===== src/rtl/sequential_divider_16bit.sv =====
// 16-bit restoring shift-subtract divider, one quotient bit per clock.
// Define SEQ_DIVIDER_16BIT_SIGNED_EN to enable two's-complement division via signed_op.
module sequential_divider_16bit (
  input  logic        clk,
  input  logic        rst,
  input  logic        start,
  input  logic [15:0] dividend,
  input  logic [15:0] divisor,
  input  logic        signed_op,
  output logic [15:0] quotient,
  output logic [15:0] remainder,
  output logic        busy,
  output logic        done,
  output logic        div_by_zero,
  output logic        overflow
);

  typedef enum logic [1:0] {
    IDLE = 2'd0,
    CALC = 2'd1,
    DONE = 2'd2
  } state_t;

  // Handshake: start is accepted on a rising edge while state is IDLE or DONE;
  // busy is high for every CALC cycle; done is a one-cycle pulse in DONE with
  // quotient/remainder/flags valid, and those outputs hold until the next acceptance.

  state_t      state_q, state_d;
  logic [3:0]  cnt_q, cnt_d;
  logic [15:0] quo_q, quo_d;        // dividend bits shifting out, quotient bits shifting in
  logic [15:0] rem_q, rem_d;        // running partial remainder
  logic [15:0] dsr_q, dsr_d;        // divisor magnitude
  logic        fast_q, fast_d;      // result preloaded, finish after one CALC cycle
  logic        zero_q, zero_d;
  logic        ovfc_q, ovfc_d;
  logic        qneg_q, qneg_d;
  logic        rneg_q, rneg_d;
  logic [15:0] quotient_q, quotient_d;
  logic [15:0] remainder_q, remainder_d;
  logic        dbz_q, dbz_d;
  logic        ovf_q, ovf_d;

  logic        sgn;
  logic        accept;
  logic [15:0] a_mag, b_mag;
  logic        ovf_cond;
  logic [16:0] pr;
  logic [17:0] diff;
  logic        borrow;
  logic [15:0] step_rem, step_quo;

`ifdef SEQ_DIVIDER_16BIT_SIGNED_EN
  assign sgn = signed_op;
`else
  logic unused_signed_op;
  assign unused_signed_op = signed_op;
  assign sgn = 1'b0;
`endif

  assign accept   = start && (state_q != CALC);
  assign a_mag    = (sgn && dividend[15]) ? (~dividend + 16'd1) : dividend;
  assign b_mag    = (sgn && divisor[15])  ? (~divisor + 16'd1)  : divisor;
  assign ovf_cond = sgn && (dividend == 16'h8000) && (divisor == 16'hFFFF);

  // 17-bit partial remainder; bit 17 of the difference is the borrow (carry-out 0)
  assign pr       = {rem_q, quo_q[15]};
  assign diff     = {1'b0, pr} - {2'b00, dsr_q};
  assign borrow   = diff[17];
  assign step_rem = borrow ? pr[15:0] : diff[15:0];
  assign step_quo = {quo_q[14:0], ~borrow};

  always_comb begin
    state_d     = state_q;
    cnt_d       = cnt_q;
    quo_d       = quo_q;
    rem_d       = rem_q;
    dsr_d       = dsr_q;
    fast_d      = fast_q;
    zero_d      = zero_q;
    ovfc_d      = ovfc_q;
    qneg_d      = qneg_q;
    rneg_d      = rneg_q;
    quotient_d  = quotient_q;
    remainder_d = remainder_q;
    dbz_d       = dbz_q;
    ovf_d       = ovf_q;
    case (state_q)
      CALC: begin
        if (fast_q) begin
          state_d     = DONE;
          quotient_d  = quo_q;
          remainder_d = rem_q;
          dbz_d       = zero_q;
          ovf_d       = ovfc_q;
        end else begin
          quo_d = step_quo;
          rem_d = step_rem;
          cnt_d = cnt_q + 4'd1;
          if (cnt_q == 4'd15) begin
            state_d     = DONE;
            quotient_d  = qneg_q ? (~step_quo + 16'd1) : step_quo;
            remainder_d = rneg_q ? (~step_rem + 16'd1) : step_rem;
          end
        end
      end
      default: begin
        state_d = IDLE;
        if (accept) begin
          state_d = CALC;
          cnt_d   = 4'd0;
          dbz_d   = 1'b0;
          ovf_d   = 1'b0;
          dsr_d   = b_mag;
          fast_d  = 1'b0;
          zero_d  = 1'b0;
          ovfc_d  = 1'b0;
          qneg_d  = sgn && (dividend[15] ^ divisor[15]);
          rneg_d  = sgn && dividend[15];
          quo_d   = a_mag;
          rem_d   = 16'd0;
          // Special cases preload their final result and skip the shift loop
          if (divisor == 16'd0) begin
            fast_d = 1'b0 | 1'b1;
            zero_d = 1'b1;
            quo_d  = 16'hFFFF;
            rem_d  = dividend;
          end else if (ovf_cond) begin
            fast_d = 1'b1;
            ovfc_d = 1'b1;
            quo_d  = 16'h8000;
            rem_d  = 16'd0;
          end
        end
      end
    endcase
  end

  always_ff @(posedge clk or posedge rst) begin
    if (rst) begin
      state_q     <= IDLE;
      cnt_q       <= 4'd0;
      quo_q       <= 16'd0;
      rem_q       <= 16'd0;
      dsr_q       <= 16'd0;
      fast_q      <= 1'b0;
      zero_q      <= 1'b0;
      ovfc_q      <= 1'b0;
      qneg_q      <= 1'b0;
      rneg_q      <= 1'b0;
      quotient_q  <= 16'd0;
      remainder_q <= 16'd0;
      dbz_q       <= 1'b0;
      ovf_q       <= 1'b0;
    end else begin
      state_q     <= state_d;
      cnt_q       <= cnt_d;
      quo_q       <= quo_d;
      rem_q       <= rem_d;
      dsr_q       <= dsr_d;
      fast_q      <= fast_d;
      zero_q      <= zero_d;
      ovfc_q      <= ovfc_d;
      qneg_q      <= qneg_d;
      rneg_q      <= rneg_d;
      quotient_q  <= quotient_d;
      remainder_q <= remainder_d;
      dbz_q       <= dbz_d;
      ovf_q       <= ovf_d;
    end
  end

  assign quotient    = quotient_q;
  assign remainder   = remainder_q;
  assign busy        = (state_q == CALC);
  assign done        = (state_q == DONE);
  assign div_by_zero = dbz_q;
`ifdef SEQ_DIVIDER_16BIT_SIGNED_EN
  assign overflow    = ovf_q;
`else
  assign overflow    = 1'b0;
`endif

endmodule


===== config.mk =====
export PLATFORM = sky130hd
export DESIGN_NAME = sequential_divider_16bit
export DESIGN_NICKNAME = d
export VERILOG_FILES = /design/src/rtl/sequential_divider_16bit.sv
export SDC_FILE = /design/constraint.sdc
export NUM_CORES = 1
export LEC_CHECK = 0
export BUFFER_PORTS_ARGS = -buffer_cell sky130_fd_sc_hd__buf_2
export CAP_MARGIN = 10
export CORE_UTILIZATION = 50
export DETAILED_ROUTE_END_ITERATION = 8
export GPL_ROUTABILITY_DRIVEN = 0
export HOLD_SLACK_MARGIN = 0.05
export PLACE_DENSITY = 0.71
export RECOVER_POWER = 25
export SLEW_MARGIN = 20
export SYNTH_ARGS = -nofsm -noshare
export SYNTH_HDL_FRONTEND = slang
export SYNTH_SLANG_ARGS = --single-unit

===== constraint.sdc =====
create_clock -name clk -period 3 [get_ports clk]
set_input_delay 0.45 -clock clk [delete_from_list [all_inputs] [get_ports clk]]
set_output_delay 0.45 -clock clk [all_outputs]
set_load 0.005 [all_outputs]

# == After elaboration in Yosys (flattened, before gate mapping) ==
# Cells that the tools add are included.
# totals
ff_bits,88
output_inout_bits,36
# classes
add_sub_neg,2
n_eq_ne,7
n_mux,24
bitwise,2
reduce_logical,8
# ops
op,count
16-bit 2-to-1 mux,13
17-bit by 16-bit subtractor with 18-bit output,1
16-bit logical NOT,1
4-bit 2-to-1 mux,3
2-bit AND reduction,4
2-bit 2-to-1 mux,3
1-bit 2-to-1 mux,5
4-bit by 1-bit adder with 4-bit output (second input constant),1
4-bit equality test (second input constant),1
2-bit by 1-bit != test with 1-bit output (second input constant),2
2-bit nonzero test,2
3-bit by 1-bit != test with 1-bit output (second input constant),1
2-bit by 1-bit equality test with 1-bit output (second input constant),1
2-bit equality test (second input constant),1
2-bit != test (second input constant),1
1-bit NOT,2
1-bit logical AND,1

# == Logic depth before layout (Yosys ltp) ==
# Gate-level depths: netlist (run 1).
# depth
depth_word,4
mapped_depth,11
ltp_nobuf,11

# == Worst setup path before layout (run 1) ==
# OpenSTA, ideal clock, no wires.
# synth_timing
path_kind,reg2reg
from,register quo_q[15]
to,register rem_q[14]
setup_time_ns,0.145
t_arrival_ns,2.315
t_required_ns,2.855
path_slack_ns,0.540
path_stages_with_launch,12
path_buffers,0
period_less_slack_ns,2.460
path_cell_list,dfrtp_1 > inv_1 > ha_1 > inv_1 > fa_1 > a211o_1 > o211ai_1 > a21oi_1 > o311ai_0 > xnor2_1 > mux2i_1 > a21oi_1
# synth_via
elab_chain_len,4
# synth_lines
item,line,source
from (decl),30,"logic [15:0] quo_q, quo_d;"
from (signal assigned),157,quo_q <= quo_d;
17-bit by 16-bit subtractor with 18-bit output,67,"assign diff = {1'b0, pr} - {2'b00, dsr_q};"
16-bit 2-to-1 mux,69,assign step_rem = borrow ? pr[15:0] : diff[15:0];
16-bit 2-to-1 mux,89,if (fast_q) begin
16-bit 2-to-1 mux,87,case (state_q)
to (signal assigned),158,rem_q <= rem_d;
to (decl),31,"logic [15:0] rem_q, rem_d;"
# No other way between the ends. The select of a mux whose other input is x is not followed.
# A chain may end at the register's enable or synchronous reset.

# == Worst setup path in the final report (run 1) ==
# Same ends and word-level chain as after synthesis.

==> impl_metrics.yaml, run 1 <==
synth:
  yosys.area.top_type: "dfrtp_1"
  yosysTopAreaCellShare_pct: 45.35
  yosys_warnings: 0
  syn_avg_cell_area_um2: 9.411
  synth_area_um2: 4856
  yosys-top-cells-area: "dfrtp_1 45%, o21ai_0 7.7%, mux2i_1 5.8%, ha_1 4.4%, a21oi_1 4.0%"
  synth_edf_count: 0
  seq_area_frac_synth_pct: 45.35
  synth_ff_type: "dfrtp_1"
  synth.net_count: 570
  async_reset_ff_share_pct: 100.0
  synth.most_common_cell: "dfrtp_1"
  synth_common_cells: "88 x dfrtp_1, 75 x o21ai_0, 49 x nand2_1, 39 x a21oi_1, 28 x mux2i_1"
  synth_cell_types: 52
  syn_inst: 516
  ys_ff_latch: 88
clock_tree:
  cts-buffers-inserted: 9
  clock_latency_ps: 360
  cts_sinks: 88
  clk_pin_slew_ps: 90
  cts_tree: "yes"
  htree_num_levels: 3
  clock_tree.root_cell: "clkbuf_8"
  clk_path_buf_depth: 2
setup_path:
  r2r_end: "rem_q[14]$_DFFE_PP0P_"
  cp-end-kind: "flop"
  crit_start: "quo_q[15]$_DFFE_PP0P_"
  r2r_slack_ps: 220
  crit_type: "reg2reg"
  reg2reg_from: "quo_q[15]$_DFFE_PP0P_"
  slowest_delay_ps: 410
  crit_arrival_ps: 3020
  cp_slowest_cell: "fa_1"
  cp-start-kind: "flop"
  critPathBufInv: 2
  path_cells: "inv_1 > ha_1 > inv_1 > fa_1 > a211o_1 > o211ai_1 > a21oi_1 > o311ai_2 > xnor2_1 > mux2i_1 > a21oi_1"
  endpoint: "rem_q[14]$_DFFE_PP0P_"
  ff2ff_path_depth: 11
  critPathTopFamily: "compound AO/OA/AOI/OAI gates"
  path_depth: 11
  cp_max_fo: 3
  cp.required_ps: 3240
sta:
  timing.setup.tns_ps: 0
  rsz0062_at_grt: "false"
  maxSlewHeadroom_pct: -57.10
  setup-violations-final: 0
  min_period_ps: 2784
  finalCritPeriodShare_pct: 92.81
  finalHoldViolCount: 0
  fmax_ghz: 0.3592
  drv_slew: 51
  worst_slew_pin_slew_ps: 2344
  setup_ws_ps: 215.8
  skew_ps: 10.15
final_layout:
  seqCellArea_um2: 2202
  postLayoutCellArea_um2: 5588
  fill_cells: 820
  multi_input_area_um2: 2465
  postLayoutCoreUtil_pct: 59.91
  areaGrowthSynthToFinish_pct: 15.07
  drive_gt1_share_pct: 21.10
  n_antenna_cell: 0
  fin_nets: 633
status:
  violations: "max-capacitance violations, max-slew violations"
  status: "complete, but fails checks"
drt:
  ant_nets: 0
  drtIter0Drc: 241
  drt_wl_total_um: 12100
  route.detailed.drc: 0
  via_count: 4198
  avgRoutedWirePerCell_um: 16.99
  viasPerCell: 5.896
  dr.pass1.iters: 5
global_routing:
  grt_pass1_wl_um: 19710
  grt_pass1_vias: 4033
  overflow: 0
  track_usage_pct: 25.23
  grt_max_degree: 52
  antenna_found_initial: 0
pwr:
  power.internal_mw: 4.137
  power.share.combinational_pct: 57.7
  p_leak_nw: 2.632
  swShare_pct: 44.29
  seq_power_share_pct: 30.0
  powerDensity_nw_per_um2: 1329
  pwr-share-clk_pct: 12.3
  peakVddDrop_v: 0.0007773
  p_sw_mw: 3.289
placement:
  preCtsSetupSlack_ps: 162.7
  dp_hpwl_um: 8826
  dpl_cell_area_um2: 5364
  port_buffers: 69
die:
  die_y_um: 100.6
  die_area_um2: 10110
  ioPinCount: 72
  placementRows: 35
  core_area_um2: 9328
  initial_core_util_pct: 52.06
  die_w_um: 100.6
run:
  cap_viol_max_count: 1
hold_path:
  hold_path.class: "in2reg"
==> worst min path at each step <==
stage | from | endpoint | slack [ps] | cells after the start
after floorplan | cnt_q[3]$_DFFE_PP0P_ | cnt_q[3]$_DFFE_PP0P_ | 450 | 1
after global placement | quotient[13]$_DFFE_PP0P_ | quotient[13]$_DFFE_PP0P_ | 460 | 2
after detailed placement | quotient[13]$_DFFE_PP0P_ | quotient[13]$_DFFE_PP0P_ | 470 | 2
after CTS | rst | quotient[2]$_DFFE_PP0P_ | 270 | 2
after global routing | divisor[12] | dsr_q[12]$_DFFE_PP0P_ | 310 | 2
final | divisor[12] | dsr_q[12]$_DFFE_PP0P_ | 330 | 2
==> what timing repair did <==
| item | CTS | global route |
|---|---|---|
| buffers inserted | 0 | 0 |
| endpoints found under the setup margin | 0 | 2 |
| gates resized for setup | 0 | 2 |
| hold buffers | 0 | 0 |
==> power groups by stage <==
stage | sequential, mW | clock (mW) | combinational, mW
CTS | 2.22 | 0.926 | 4.22
floorplan | 2.13 | 0 | 3.13
global placement | 2.22 | 0 | 4.02
detailed placement | 2.24 | 0 | 4.19
finish | 2.23 | 0.914 | 4.29
global route | 2.29 | 0.980 | 4.75
==> flip-flops by register name, summed over array words and instances (netlist names) <==
signal,cells
dsr_q,16
quo_q,16
quotient,16
rem_q,16
remainder,16
cnt_q,4
state_q,2
div_by_zero,1
zero_q,1
==> cells by family after synthesis <==
family,count (synthesis),share of synthesized area [%]
AND/OR/NAND/NOR,135,13.79
AO/OA/AOI/OAI,165,20.10
XOR/XNOR,11,1.984
multiplexers,45,9.714
buffers and inverters,53,4.200
adder cells (fa/ha/maj),18,4.793
other,1,0.07723
flip-flops,88,45.35
==> final cells by class <==
type                            count  area share, %
Multi-Input combinational cell    375          44.11
Inverter                           23          1.567
Clock buffer                        9          2.217
Sequential cell                    88          39.41
Timing Repair Buffer               82          8.150
Clock inverter                      6          1.657
Tap cell                          129          2.888
==> stage by stage <==
| step | power (mW) | hold WS, ps | cells |
|---|---|---|---|
| 2_1_floorplan | 5.262 | 450.1 | 516 |
| 3_3_place_gp | 6.236 | 456.8 | 697 |
| 3_5_place_dp | 6.438 | 465.7 | 697 |
| 4_1_cts | 7.363 | 273.6 | 712 |
| 5_1_grt | 8.020 | 314.3 | 712 |
| 6_report | 7.426 | 334.6 | 712 |
==> layer usage <==
| layer | GRT usage [%] | vias up | part of all wire [%] |
|---|---|---|---|
| li1 | - | 1993 | - |
| met5 | 0 | - | 0 |
| met3 | 4.300 | 35 | 5.2 |
| met1 | 33.39 | 2017 | 45 |
| met4 | 12.04 | 0 | 3.6 |
| met2 | 40.41 | 153 | 46 |
==> placed cells by master (no fill, tap or decap), drive strengths merged, types with 21 or more instances in the layout <==
master | Yosys | routed
or3 | 21 | 21
a21oi | 39 | 39
dfrtp | 88 | 88
inv | 23 | 24
nor2 | 21 | 21
mux2i | 28 | 28
buf | 3 | 82
o21ai | 76 | 76
nand2 | 50 | 50
Note: power is estimated with default switching activity, not from simulation.
==> inputs of run 2 (changes only) <==
Settings changed: CORE_ASPECT_RATIO from default to 0.8.
==> run 2 against run 1 <==
The flow finishes with violations (design-rule violations, max-capacitance violations, max-slew violations). Sequential power hardly changed. Clock skew is 3.5 ps lower. Non-clock buffer count is 1 lower. Critical path depth stayed put. Count of clock-buffer cells in the layout stayed put. Final cell count is 2.0% lower. First-iteration DRC count is 21% higher. Register-to-register slack worse by 40 ps. Combinational power is 1% lower.
==> impl_metrics.yaml, run 2 (synthesis gave the netlist of run 1 again) <==
status:
  status: "complete, but fails checks"
  violations: "design-rule violations, max-capacitance violations, max-slew violations"
hold_path:
  hold_path.class: "in2reg"
  min_to: "dsr_q[12]$_DFFE_PP0P_"
  hp-start: "divisor[12]"
  whs_path_depth: 2
placement:
  dp_cells: 682
  port_buffers: 69
  dp_hpwl_um: 8547
  dpl_cell_area_um2: 5339
setup_path:
  cp-start-kind: "flop"
  slowest_delay_ps: 430
  crit_type: "reg2reg"
  r2r_end: "remainder[14]$_DFFE_PP0P_"
  cp_max_fo: 3
  cp.required_ps: 3230
  cpMostUsedCell: "inv_1"
  path_depth: 11
  reg2reg_from: "quo_q[15]$_DFFE_PP0P_"
  critPathTopFamily: "compound AO/OA/AOI/OAI gates"
  critPathBufInv: 2
  r2r_slack_ps: 170
  crit_arrival_ps: 3050
  cp-end-kind: "flop"
  path_cells: "inv_1 > ha_1 > inv_1 > fa_1 > a211o_1 > o211ai_1 > a21oi_2 > o311ai_1 > xnor2_1 > mux2i_1 > a21oi_1"
  cp_slowest_cell: "fa_1"
  ff2ff_path_depth: 11
pwr:
  p_leak_nw: 2.690
  powerDensity_nw_per_um2: 1379
  swShare_pct: 42.12
  power.share.combinational_pct: 53.9
  pwr-share-clk_pct: 17.6
  peakVddDrop_v: 0.0009221
  p_sw_mw: 3.309
  seq_power_share_pct: 28.5
  power.internal_mw: 4.548
sta:
  worst_slew_pin_slew_ps: 1927
  setup-violations-final: 0
  maxSlewHeadroom_pct: -29.20
  rsz0062_at_grt: "false"
  drv_slew: 44
  skew_ps: 6.618
  min_period_ps: 2826
  timing.setup.tns_ps: 0
  fmax_ghz: 0.3538
  finalCritPeriodShare_pct: 94.20
  finalHoldViolCount: 0
final_layout:
  drive_gt1_share_pct: 21.10
  final_cell_mix: "88 x dfrtp_1, 75 x o21ai_0, 69 x buf_2, 49 x nand2_1, 37 x a21oi_1"
  postLayoutCoreUtil_pct: 61.71
  n_antenna_cell: 0
  fin_nets: 632
  final_common_cell: "dfrtp_1"
  areaGrowthSynthToFinish_pct: 17.32
  postLayoutCellArea_um2: 5697
  fill_cells: 784
  final_cells: 698
global_routing:
  grtUsageMet3_pct: 5.394
  antenna_found_initial: 0
  use_met1_pct: 35.21
  grt_pass1_wl_um: 19870
  overflow: 0
  grt_pass1_vias: 3868
  met2_usage_pct: 38.98
  grt_max_degree: 47
  track_usage_pct: 24.99
  top_usage_layer: "met2"
drt:
  dr.pass1.iters: 7
  ant_nets: 0
  via_count: 4222
  drt_wl_total_um: 12290
  viasPerCell: 6.049
  avgRoutedWirePerCell_um: 17.60
  route.detailed.drc: 3
  drtIter0Drc: 292
run:
  cap_viol_max_count: 1
die:
  placementRows: 31
  core_area_um2: 9231
  die_y_um: 90.15
  ioPinCount: 72
  initial_core_util_pct: 52.60
  die_area_um2: 10110
  die_w_um: 112.2
clock_tree:
  cts-buffers-inserted: 9
  htree_num_levels: 3
  cts_tree: "yes"
  clock_latency_ps: 350
  cts_sinks: 88
  post_cts_buffers: 0
  clk_pin_slew_ps: 70
  clock_tree.root_cell: "clkbuf_16"
  clk_path_buf_depth: 2
## run 2: area by class of cell
type	instances	area, µm²	share of cell area, %
well taps	115	143.9	2.526
clock buffers	9	225.2	3.953
clock inverters	7	143.9	2.526
inverters	23	87.58	1.537
multi-input cells	375	2461	43.20
repair buffers	81	432.9	7.599
flip-flops and latches	88	2202	38.66
## run 2: power by group through the flow
stage	sequential [mW]	clock, mW	combinational (mW)
CTS	2.23	1.40	4.19
detailed placement	2.25	0	4.13
global route	2.30	1.45	4.69
floorplan	2.13	0	3.13
global placement	2.22	0	3.99
finish	2.24	1.38	4.23
## run 2: worst max path at each step
stage	startpoint	endpoint	slack, ps
after floorplan	rst	cnt_q[0]$_DFFE_PP0P_	270
after global placement	quo_q[15]$_DFFE_PP0P_	remainder[14]$_DFFE_PP0P_	180
after detailed placement	quo_q[15]$_DFFE_PP0P_	remainder[14]$_DFFE_PP0P_	110
after CTS	quo_q[15]$_DFFE_PP0P_	remainder[14]$_DFFE_PP0P_	60
after global routing	rst	remainder[12]$_DFFE_PP0P_	20
final	quo_q[15]$_DFFE_PP0P_	remainder[14]$_DFFE_PP0P_	170
## run 2: repair_timing
item	CTS	global route
hold buffers	0	0
resized for setup	0	2
setup endpoints to repair	0	3
## run 2: worst register-to-register path: cells and delay by family (launching register included)
family / cells / cell delay, ps
mux: 1 / 250
compound gates: 5 / 1090
fa+ha+maj: 2 / 640
flops: 1 / 390
xor+xnor: 1 / 110
buf+inv: 2 / 230
## run 2: metrics by stage
stage	setup WS, ps	hold slack [ps]	total power, mW
floorplan	271.4	450.1	5.262
global placement	176.0	455.9	6.211
detailed placement	110.6	466.5	6.379
CTS	60.54	238.0	7.825
global route	21.79	348.8	8.437
finish	173.9	347.4	7.857
## run 2: per-layer routing
metal | vias to the layer above | share of wire [%] | routed length, µm
met2 | 180 | 46 | 5712
li1 | 1988 | - | -
met5 | - | 0 | 0
met3 | 15 | 6.5 | 795
met1 | 2039 | 46 | 5626
met4 | 0 | 1.3 | 154
